File: src/rtl/seq_cla_sub.sv
// Sequential subtractor: computes a - b one 4-bit carry-lookahead slice per cycle,
// LSB slice first, with a valid/ready handshake on both operand and result sides.
module seq_cla_sub #(
  parameter int unsigned WIDTH = 16
) (
  input  logic             clk,
  input  logic             rst,
  input  logic             in_valid,
  output logic             in_ready,
  input  logic [WIDTH-1:0] a,
  input  logic [WIDTH-1:0] b,
  output logic             out_valid,
  input  logic             out_ready,
  output logic [WIDTH-1:0] d,
  output logic             borrow,
  output logic             ovf,
  output logic             zero
);

  localparam int unsigned NumSlices = WIDTH / 4;
  localparam int unsigned CntW      = (NumSlices > 1) ? $clog2(NumSlices) : 1;
  localparam logic [CntW-1:0] LastCnt = CntW'(NumSlices - 1);

  typedef enum logic [1:0] {StIdle, StCalc, StDone} state_e;

  state_e           state_q, state_d;
  logic [WIDTH-1:0] a_q, a_d;
  logic [WIDTH-1:0] nb_q, nb_d;   // subtrahend is stored pre-inverted
  logic [WIDTH-1:0] res_q, res_d;
  logic             carry_q, carry_d;
  logic [CntW-1:0]  cnt_q, cnt_d;

  logic [3:0] slice_a, slice_b, slice_g, slice_p, slice_sum;
  logic [4:0] slice_c;

  // Operand slice selected by the nibble counter
  always_comb begin
    slice_a = '0;
    slice_b = '0;
    for (int unsigned k = 0; k < NumSlices; k++) begin
      if (cnt_q == CntW'(k)) begin
        slice_a = a_q[4*k +: 4];
        slice_b = nb_q[4*k +: 4];
      end
    end
  end

  // 4-bit carry-lookahead slice
  always_comb begin
    slice_g    = slice_a & slice_b;
    slice_p    = slice_a ^ slice_b;
    slice_c[0] = carry_q;
    slice_c[1] = slice_g[0] | (slice_p[0] & slice_c[0]);
    slice_c[2] = slice_g[1] | (slice_p[1] & slice_g[0]) |
                 (slice_p[1] & slice_p[0] & slice_c[0]);
    slice_c[3] = slice_g[2] | (slice_p[2] & slice_g[1]) |
                 (slice_p[2] & slice_p[1] & slice_g[0]) |
                 (slice_p[2] & slice_p[1] & slice_p[0] & slice_c[0]);
    slice_c[4] = slice_g[3] | (slice_p[3] & slice_g[2]) |
                 (slice_p[3] & slice_p[2] & slice_g[1]) |
                 (slice_p[3] & slice_p[2] & slice_p[1] & slice_g[0]) |
                 (slice_p[3] & slice_p[2] & slice_p[1] & slice_p[0] & slice_c[0]);
    slice_sum  = slice_p ^ slice_c[3:0];
  end

  always_comb begin
    state_d = state_q;
    a_d     = a_q;
    nb_d    = nb_q;
    res_d   = res_q;
    carry_d = carry_q;
    cnt_d   = cnt_q;
    case (state_q)
      StIdle: begin
        if (in_valid) begin
          a_d     = a;
          nb_d    = ~b;
          res_d   = '0;
          carry_d = 1'b1;
          cnt_d   = '0;
          state_d = StCalc;
        end
      end
      StCalc: begin
        for (int unsigned k = 0; k < NumSlices; k++) begin
          if (cnt_q == CntW'(k)) begin
            res_d[4*k +: 4] = slice_sum;
          end
        end
        carry_d = slice_c[4];
        if (cnt_q == LastCnt) begin
          cnt_d   = '0;
          state_d = StDone;
        end else begin
          cnt_d = cnt_q + 1'b1;
        end
      end
      StDone: begin
        if (out_ready) begin
          state_d = StIdle;
        end
      end
      default: state_d = StIdle;
    endcase
  end

  always_ff @(posedge clk) begin
    if (rst) begin
      state_q <= StIdle;
      a_q     <= '0;
      nb_q    <= '0;
      res_q   <= '0;
      carry_q <= 1'b0;
      cnt_q   <= '0;
    end else begin
      state_q <= state_d;
      a_q     <= a_d;
      nb_q    <= nb_d;
      res_q   <= res_d;
      carry_q <= carry_d;
      cnt_q   <= cnt_d;
    end
  end

  // Result and flags are forced to zero outside DONE
  always_comb begin
    in_ready  = (state_q == StIdle);
    out_valid = 1'b0;
    d         = '0;
    borrow    = 1'b0;
    ovf       = 1'b0;
    zero      = 1'b0;
    if (state_q == StDone) begin
      out_valid = 1'b1;
      d         = res_q;
      borrow    = ~carry_q;
      ovf       = (a_q[WIDTH-1] != ~nb_q[WIDTH-1]) && (res_q[WIDTH-1] != a_q[WIDTH-1]);
      zero      = (res_q == '0);
    end
  end

endmodule

File: config.mk
export PLATFORM = sky130hd
export DESIGN_NAME = seq_cla_sub
export DESIGN_NICKNAME = d
export VERILOG_FILES = /design/src/rtl/seq_cla_sub.sv
export SDC_FILE = /design/constraint.sdc
export NUM_CORES = 1
export LEC_CHECK = 0
export ABC_AREA = 1
export CAP_MARGIN = 20
export CORE_AREA = 8 8 89 91
export CTS_CLUSTER_SIZE = 10
export DETAILED_ROUTE_END_ITERATION = 16
export DIE_AREA = 0 0 97 99
export MAX_ROUTING_LAYER = met4
export PLACE_DENSITY = 0.65
export SKIP_LAST_GASP = 1
export SLEW_MARGIN = 20
export SYNTH_ARGS = -nofsm -noshare
export SYNTH_HDL_FRONTEND = slang
export SYNTH_SLANG_ARGS = --single-unit
File: constraint.sdc
create_clock -name clk -period 2.8 [get_ports clk]
set_clock_uncertainty 0.1 [all_clocks]
set_input_delay 0.42 -clock clk [delete_from_list [all_inputs] [get_ports clk]]
set_output_delay 0.42 -clock clk [all_outputs]
set_load 0.02 [all_outputs]
==> results of run 1 <==
## state kept, by name, summed over array words and instances (netlist names)
name,count
a_q,16
carry_q,1
cnt_q,2
nb_q,16
res_q,16
state_q,2
## critical path, cell delays in order, from the launching register on
cell and delay [ps]:
sky130_fd_sc_hd__dfxtp_1 420, sky130_fd_sc_hd__inv_1 90, sky130_fd_sc_hd__nor2_1 120, sky130_fd_sc_hd__inv_1 250, sky130_fd_sc_hd__a21oi_1 240, sky130_fd_sc_hd__clkdlybuf4s50_1 640
## layout make-up
| class | count | area (sq um) |
|---|---|---|
| Clock buffer | 7 | 86.33 |
| Fill cell | 651 | 3301 |
| Inverter | 39 | 150.1 |
| Multi-Input combinational cell | 242 | 1245 |
| Sequential cell | 53 | 1061 |
| Tap cell | 80 | 100.1 |
| Timing Repair Buffer | 63 | 625.6 |
## layer usage
layer,GRT usage,routed length (um)
met1,0.1649,2948
met2,0.2031,2719
met3,0.03499,273
met4,0.03314,57
met5,-,0
## worst max-delay path by stage
stage                                  from                      to  slack (ps)  cells after the start
finish              state_q[1]$_SDFFE_PP0P_                     ovf         210                      5
global placement      cnt_q[0]$_SDFFE_PP0P_   res_q[6]$_SDFFE_PP0P_         390                     12
CTS                 state_q[1]$_SDFFE_PP0P_                     ovf         150                      5
global route          cnt_q[0]$_SDFFE_PP0P_  res_q[15]$_SDFFE_PP0P_           4                     15
floorplan             cnt_q[0]$_SDFFE_PP0P_    carry_q$_SDFFE_PP0P_         450                     14
detailed placement    cnt_q[0]$_SDFFE_PP0P_   res_q[0]$_SDFFE_PP0P_         240                     11
## cells in the final DEF (no fill, tap or decap)
master                            instances
sky130_fd_sc_hd__a211oi_1                 5
sky130_fd_sc_hd__a21oi_1                 34
sky130_fd_sc_hd__a31oi_1                  5
sky130_fd_sc_hd__buf_12                   1
sky130_fd_sc_hd__buf_4                    6
sky130_fd_sc_hd__clkbuf_1                 1
sky130_fd_sc_hd__clkbuf_8                 6
sky130_fd_sc_hd__clkdlybuf4s50_1         56
sky130_fd_sc_hd__clkinvlp_4               1
sky130_fd_sc_hd__dfxtp_1                 53
sky130_fd_sc_hd__fa_1                     1
sky130_fd_sc_hd__ha_1                     8
sky130_fd_sc_hd__ha_2                     1
sky130_fd_sc_hd__inv_1                   36
sky130_fd_sc_hd__inv_2                    2
sky130_fd_sc_hd__nand2_1                 41
sky130_fd_sc_hd__nand2_2                  2
sky130_fd_sc_hd__nand2_4                  1
sky130_fd_sc_hd__nand3_1                  9
sky130_fd_sc_hd__nand3b_1                 1
sky130_fd_sc_hd__nand4_1                  3
sky130_fd_sc_hd__nor2_1                  62
sky130_fd_sc_hd__nor2_2                   1
sky130_fd_sc_hd__nor2_4                   1
sky130_fd_sc_hd__nor3_1                   1
sky130_fd_sc_hd__nor4_1                   1
sky130_fd_sc_hd__o211ai_1                 1
sky130_fd_sc_hd__o21a_1                   4
sky130_fd_sc_hd__o21ai_0                 54
sky130_fd_sc_hd__o21ai_2                  2
sky130_fd_sc_hd__o21ai_4                  1
sky130_fd_sc_hd__o22ai_1                  2
sky130_fd_sc_hd__or2_1                    1
## stage by stage
step / utilization / total power, mW / worst slack, ps / area, sq um
floorplan: - / 1.108 / 451.2 / 2556
global placement: 0.4792 / 1.213 / 389.1 / 3148
detailed placement: 0.4792 / 1.221 / 236.1 / 3148
CTS: 0.4924 / 1.646 / 154.0 / 3234
global route: 0.4975 / 1.744 / 3.995 / 3268
finish: 0.4975 / 1.636 / 208.7 / 3268
## power by group through the flow
| stage | clock, mW | sequential, mW | combinational [mW] |
|---|---|---|---|
| 6_report | 0.430 | 0.856 | 0.350 |
| 5_1_grt | 0.475 | 0.865 | 0.404 |
| 4_1_cts | 0.441 | 0.856 | 0.349 |
| 3_5_place_dp | 0 | 0.874 | 0.347 |
| 3_3_place_gp | 0 | 0.873 | 0.340 |
| 2_1_floorplan | 0 | 0.860 | 0.248 |
## logic make-up after synthesis
kind of cell | count (synthesis) | share of synthesized area
compound gates | 108 | 0.2320
fa+ha+maj | 10 | 0.05189
flops | 53 | 0.4151
simple gates | 124 | 0.2022
buf+inv | 57 | 0.09887
## what timing repair did
item	4_1_cts	5_1_grt
resized for setup	0	2
endpoints found under the setup margin	0	9
buffers inserted	0	2
==> results list, run 1 <==
- Category of the worst setup path launch point: flip-flop
* Most frequent cell after synthesis: sky130_fd_sc_hd__nor2_1
- Synthesis produced a netlist with a net count of between 300 and 400.
- After routing, the total negative slack on setup checks comes to 0 ps.
* Synthesized netlist cell count: between 300 and 400
- Main synth FF type: sky130_fd_sc_hd__dfxtp_1
- Placed instance count: between 400 and 500
- Portion of the clock cycle consumed by the worst path in the final layout: 0.9255
* Critical Setup Path Class: reg -> out
- Area growth, synth to finish: 27.85%
- Die area: between 9000 and 10,000 sq um
- Initial core utilization: 0.3891
* Peak VDD IR: 232.7 uV
* Combined global-route utilization of all metal layers: 0.1311
* Fraction of registers with async set/reset: 0
- The first detailed-routing pass took 4 iterations.
- The initialized floorplan defines 30 standard-cell rows.
- Clock root buffer: sky130_fd_sc_hd__clkbuf_8
- Data on the critical path arrives at its endpoint at approximately 2100 ps.
* Synth Warn #: 0
* Switching power: around 470 uW
* Clk buf depth: 2
* Max-cap violations: 0
- TritonCTS built the clock tree.
- Proportion of netlist area held by the largest area contributor: 0.4151
- In the routed layout, each cell is associated on average with a via count of roughly 4.9.
* Detailed placement HPWL: about 4.6 mm
* Sequential share of power: 0.523
- Internal power: 1.168 mW
- Setup repair after global routing left no endpoint under its margin.
- In this run the worst path has a maximum fanout of 20.
* Startpoint of the lowest-slack hold path: a_q[7]$_SDFFE_PP0P_
- 57 I/O pins were placed.
* Number of antenna violations at the first check in global routing: 0
* P per Cell Area: 500.6 nW/um^2
* Total global routing overflow: 0
* Top cells by count, synth: 62 x sky130_fd_sc_hd__nor2_1, 54 x sky130_fd_sc_hd__o21ai_0, 53 x sky130_fd_sc_hd__dfxtp_1, 41 x sky130_fd_sc_hd__nand2_1, 37 x sky130_fd_sc_hd__inv_1
- Across all layers, the routed design uses between 2,000 and 2,500 vias.
* Mean area per synthesized cell: between 7 and 8 sq um
- Clock tree synthesis found a total of 53 sinks.
- Combinational share of power: 0.214
- Fraction of layout cells with a size suffix above 1: 0.06188
- For the worst setup path, the data required time is about 2300 ps.
- STA classifies the critical path endpoint as an output pin.
- The finished layout holds a little under 500 standard cells, fillers aside.
- Global-route wire length before repair: roughly 11 mm
- The worst register-to-register path begins at cnt_q[0]$_SDFFE_PP0P_.
- 0 antenna diodes ended up in the layout.
* Clock buffers created by TritonCTS: 5
- Measured in cells, the most critical reg-to-reg path has a length of 14.
- For hold timing, the worst endpoint is a_q[7]$_SDFFE_PP0P_.
* Post-route antenna net violation count: 0
* Clock network fraction of total power: 0.263
- Nets: 450
- The analysis attributes to cell leakage a power of roughly 1.3 nW.
- Time the final worst path needs with I/O delays and setup: 2591 ps
- Main area contributors after synthesis: sky130_fd_sc_hd__dfxtp_1 42%, sky130_fd_sc_hd__o21ai_0 11%, sky130_fd_sc_hd__nor2_1 9.1%
- Achievable frequency: 385.9 MHz
* Share of the yosys chip area belonging to registers: 0.4151
* Worst-case hold slack: about 390 ps
- After synthesis the netlist holds a flip-flop and latch count of 53.
- Synth cell types: 29
- The floorplan step set the die width to 97 um.
* Worst hold-check path type: reg -> reg
- Final Wtd Congestion: just under 0.9
- Summed over all instances, the cell type with the most area after synthesis is sky130_fd_sc_hd__dfxtp_1.
- Number of buffers added on ports: 56
* Area of the core: between 6000 and 7000 sq um
- Hold Vio Cnt, Final: 0
- Remaining design rule violation count: 0
* Number of enable-type register cells in the synthesized netlist: 0
- After clock tree synthesis, the flow added hold-fix buffers numbering 0.
- DR iter-0 viols: 97
* Clock latency at the later pin of the worst-skew pair: about 300 ps
- Slew Limit Headroom: 0.6447
- Pin count of the biggest net entering global routing: ~50
* Cell count of the worst hold path: 2
- After clock tree synthesis, the clock-pin slew on the worst setup and hold paths is 90 ps.
* Count of pins over their slew limit: 0
* Final wirelength: 5.999 mm
- Run status: completed
- Height of the die: 99 um
- Final routed wire length divided by cell count: between 10 and 15 um
* Area of the mapped netlist: 2556 sq um
- Setup violations remaining at the end of the flow were counted as 0.
- The setup check on the worst reg-to-reg path leaves a slack of 270 ps.
* H-tree level count: 2
- The worst register-to-register path ends at res_q[0]$_SDFFE_PP0P_.
- Pin slew with the least headroom to its limit: about 530 ps
- Via count of the first global-routing pass: between 2,000 and 2,500
- Switching power as a share of total power: 0.2859
Power figures use the tool's default switching activity.
==> run 2: changes to the inputs <==
--- a/config.mk
+++ b/config.mk
@@ -12,7 +12,8 @@
 export DETAILED_ROUTE_END_ITERATION = 16
 export DIE_AREA = 0 0 97 99
 export MAX_ROUTING_LAYER = met4
-export PLACE_DENSITY = 0.65
+export PLACE_DENSITY = 0.74
+export RECOVER_POWER = 50
 export SKIP_LAST_GASP = 1
 export SLEW_MARGIN = 20
 export SYNTH_ARGS = -nofsm -noshare
==> run 2 against run 1 <==
Against the previous run:
- final area is 1.4% higher
- critical path depth grew 1
- utilization is 0.69 points higher
- critical path type unchanged
==> results list, run 2 (synthesis results as in run 1) <==
- For the finished layout, the period the worst path requires is between 2000 and 3000 ps.
- Final wirelength: 6.163 mm
* Worst hold-check path type: reg -> reg
- For the worst setup path, the data arrival time is 2140 ps.
* Final Wtd Congestion: about 0.9
* Area growth, synth to finish: 29.61%
- Hold Vio Cnt, Final: 0
- DR iter-0 viols: 96
* Count of pins over their slew limit: 0
- OpenSTA, run right after detailed placement, puts the worst setup slack at roughly 250 ps.
* Portion of the clock cycle consumed by the worst path in the final layout: 0.9491
- Peak VDD IR: 235.8 uV
- The number of clock buffers added by TritonCTS is 5.
- Measured against its own limit, the worst slew margin works out to 0.4863.
- At the pin with the least slew margin, the transition time is 770.6 ps.
- The critical path in this run is classified as reg -> out.
- In this run the remaining antenna-violating nets after routing total 0.
- Setup violations remaining at the end of the flow were counted as 0.
* Total global routing overflow: 0
* Number of cell rows: 30
* Number of cells on the worst reg-to-reg path: 16
- The largest registers in the layout are a_q: 16 flops, nb_q: 16 flops, res_q: 16 flops.
- 0 antenna diodes ended up in the layout.
- Final setup slack of the worst path: around 140 ps
- For this run, the detailed router's first-pass iteration total came to 4.
- Clock latency at the later pin of the worst-skew pair: 310 ps
- Combined global-route utilization of all metal layers: 0.1340
- Nets: about 450
- In the final timing run, aggregate negative setup slack is 0 ps.
- For met3 alone, demand over resource in global routing was 0.04339.
- Clock root buffer: sky130_fd_sc_hd__clkbuf_8
- STA classifies the critical path endpoint as an output pin.
* Clk buf depth: 2
* Category of the worst setup path launch point: flip-flop
- The startpoint identified for the worst register-to-register timing path is cnt_q[1]$_SDFFE_PP0P_.
- Setup repair after global routing could not meet its margin everywhere.
* Height of the die: ~99 um
- Number of antenna violations at the first check in global routing: 0
- Clk slew on worst S/H paths: 90 ps
- Power comes to 1.736 mW.
- I/O pin count: between 50 and 60
- H-tree level count: 2
* Pin count of the biggest net entering global routing: 49
* Achievable frequency: approximately 380 MHz
- TritonCTS clock tree: built
- In the routed layout, each cell is associated on average with a via count of about 4.8.
- Setup slack, reg-to-reg: ~310 ps
- Highest-count cells in the layout ignoring fill and taps: 61 x sky130_fd_sc_hd__nor2_1, 54 x sky130_fd_sc_hd__o21ai_0, 54 x sky130_fd_sc_hd__clkdlybuf4s50_1
- Placement-stage cell area: about 3100 sq um
- Die area: between 9000 and 10,000 sq um
* Vias: 2,347
- met2 is the most crowded layer.
* Cell count of the worst hold path: 2
* Capture endpoint of the worst hold path: res_q[12]$_SDFFE_PP0P_
* Leakage power summed over all cells: between 1 and 1.5 nW
- Startpoint of the lowest-slack hold path: res_q[12]$_SDFFE_PP0P_
- Remaining design rule violation count: 0
- The count of buffers added on input and output ports is 56.
* P per Cell Area: 524.0 nW/um^2
- Global-route wire length before repair: 10.75 mm
- Of the cells placed in the final design, the portion with a size suffix greater than 1 is 0.07125.
* Initial core utilization: 0.3891
- CTS sink count: 53
* Die Span X: just under 100 um
- Across the run, the number of max-cap violations was 0.
- Required time worst endpoint: between 2000 and 2500 ps
* Final routed wire length divided by cell count: 12.66 um
- Area of the core: approximately 6600 sq um
* Final Cell Area: approximately 3300 sq um
* Global routing usage on met2: 0.2078
- Met1 usage in global routing: 0.1629
- Biggest fanout along the worst timing path: 7
- The run finished with clean final reports.
- After legalization and detailed placement, the total HPWL measured between 4 and 5 mm.
- Most common cell after layout, fill and taps aside: sky130_fd_sc_hd__nor2_1
* Endpoint of the worst register-to-register path: res_q[15]$_SDFFE_PP0P_
- The via count of the first global-routing pass is roughly 2,400.
==> run 2: worst max path at each step <==
stage,from,to,slack (ps),cells past startpoint
final,state_q[1]$_SDFFE_PP0P_,d[11],140,6
after global routing,state_q[1]$_SDFFE_PP0P_,borrow,-10,6
after CTS,state_q[1]$_SDFFE_PP0P_,zero,170,5
after detailed placement,cnt_q[0]$_SDFFE_PP0P_,res_q[6]$_SDFFE_PP0P_,250,12
after global placement,cnt_q[0]$_SDFFE_PP0P_,res_q[4]$_SDFFE_PP0P_,370,11
after floorplan,cnt_q[0]$_SDFFE_PP0P_,carry_q$_SDFFE_PP0P_,450,14
==> run 2: cell type report <==
type / count / area [sq um]
clock inverter: 2 / 37.54
sequential: 53 / 1061
inverter: 39 / 153.9
timing repair inverter: 2 / 15.01
fill: 642 / 3256
multi-input combinational: 242 / 1250
timing repair buffer: 63 / 613.1
tap: 80 / 100.1
clock buffer: 6 / 82.58
==> run 2: power by group <==
part           internal [mW]  switching, mW  total [mW]
Clock                  0.291          0.242       0.533
Combinational          0.149          0.197       0.346
Sequential             0.818         0.0396       0.858
Total                   1.26          0.478        1.74
==> run 2: routing by layer <==
layer,part of all wire,up-vias,routed length [um]
met1,0.48,1024,2937
met4,0.0089,0,55
met2,0.46,47,2864
met3,0.050,7,306
met5,0,-,0
li1,-,1269,-
==> run 2: critical path, stage by stage (launching register included) <==
cell and delay [ps]:
sky130_fd_sc_hd__dfxtp_1 420, sky130_fd_sc_hd__inv_1 120, sky130_fd_sc_hd__nor2_4 190, sky130_fd_sc_hd__clkinvlp_4 210, sky130_fd_sc_hd__buf_4 180, sky130_fd_sc_hd__nor2_1 90
sky130_fd_sc_hd__clkdlybuf4s50_1 610
==> run 2: timing repair <==
item                       in CTS  in global routing
hold endpoints to repair        0                  0
hold buffers                    0                  0
buffers inserted                0                  3
setup endpoints to repair       0                 17
gates resized for setup         0                  8
==> run 2: per-stage QoR <==
step           utilization  std cells  hold slack, ps
6_report            0.5044        487           392.4
2_1_floorplan            -        352           349.5
4_1_cts             0.4964        482           395.2
5_1_grt             0.5044        487           422.6
3_5_place_dp        0.4781        474           374.4
3_3_place_gp        0.4781        474           367.3
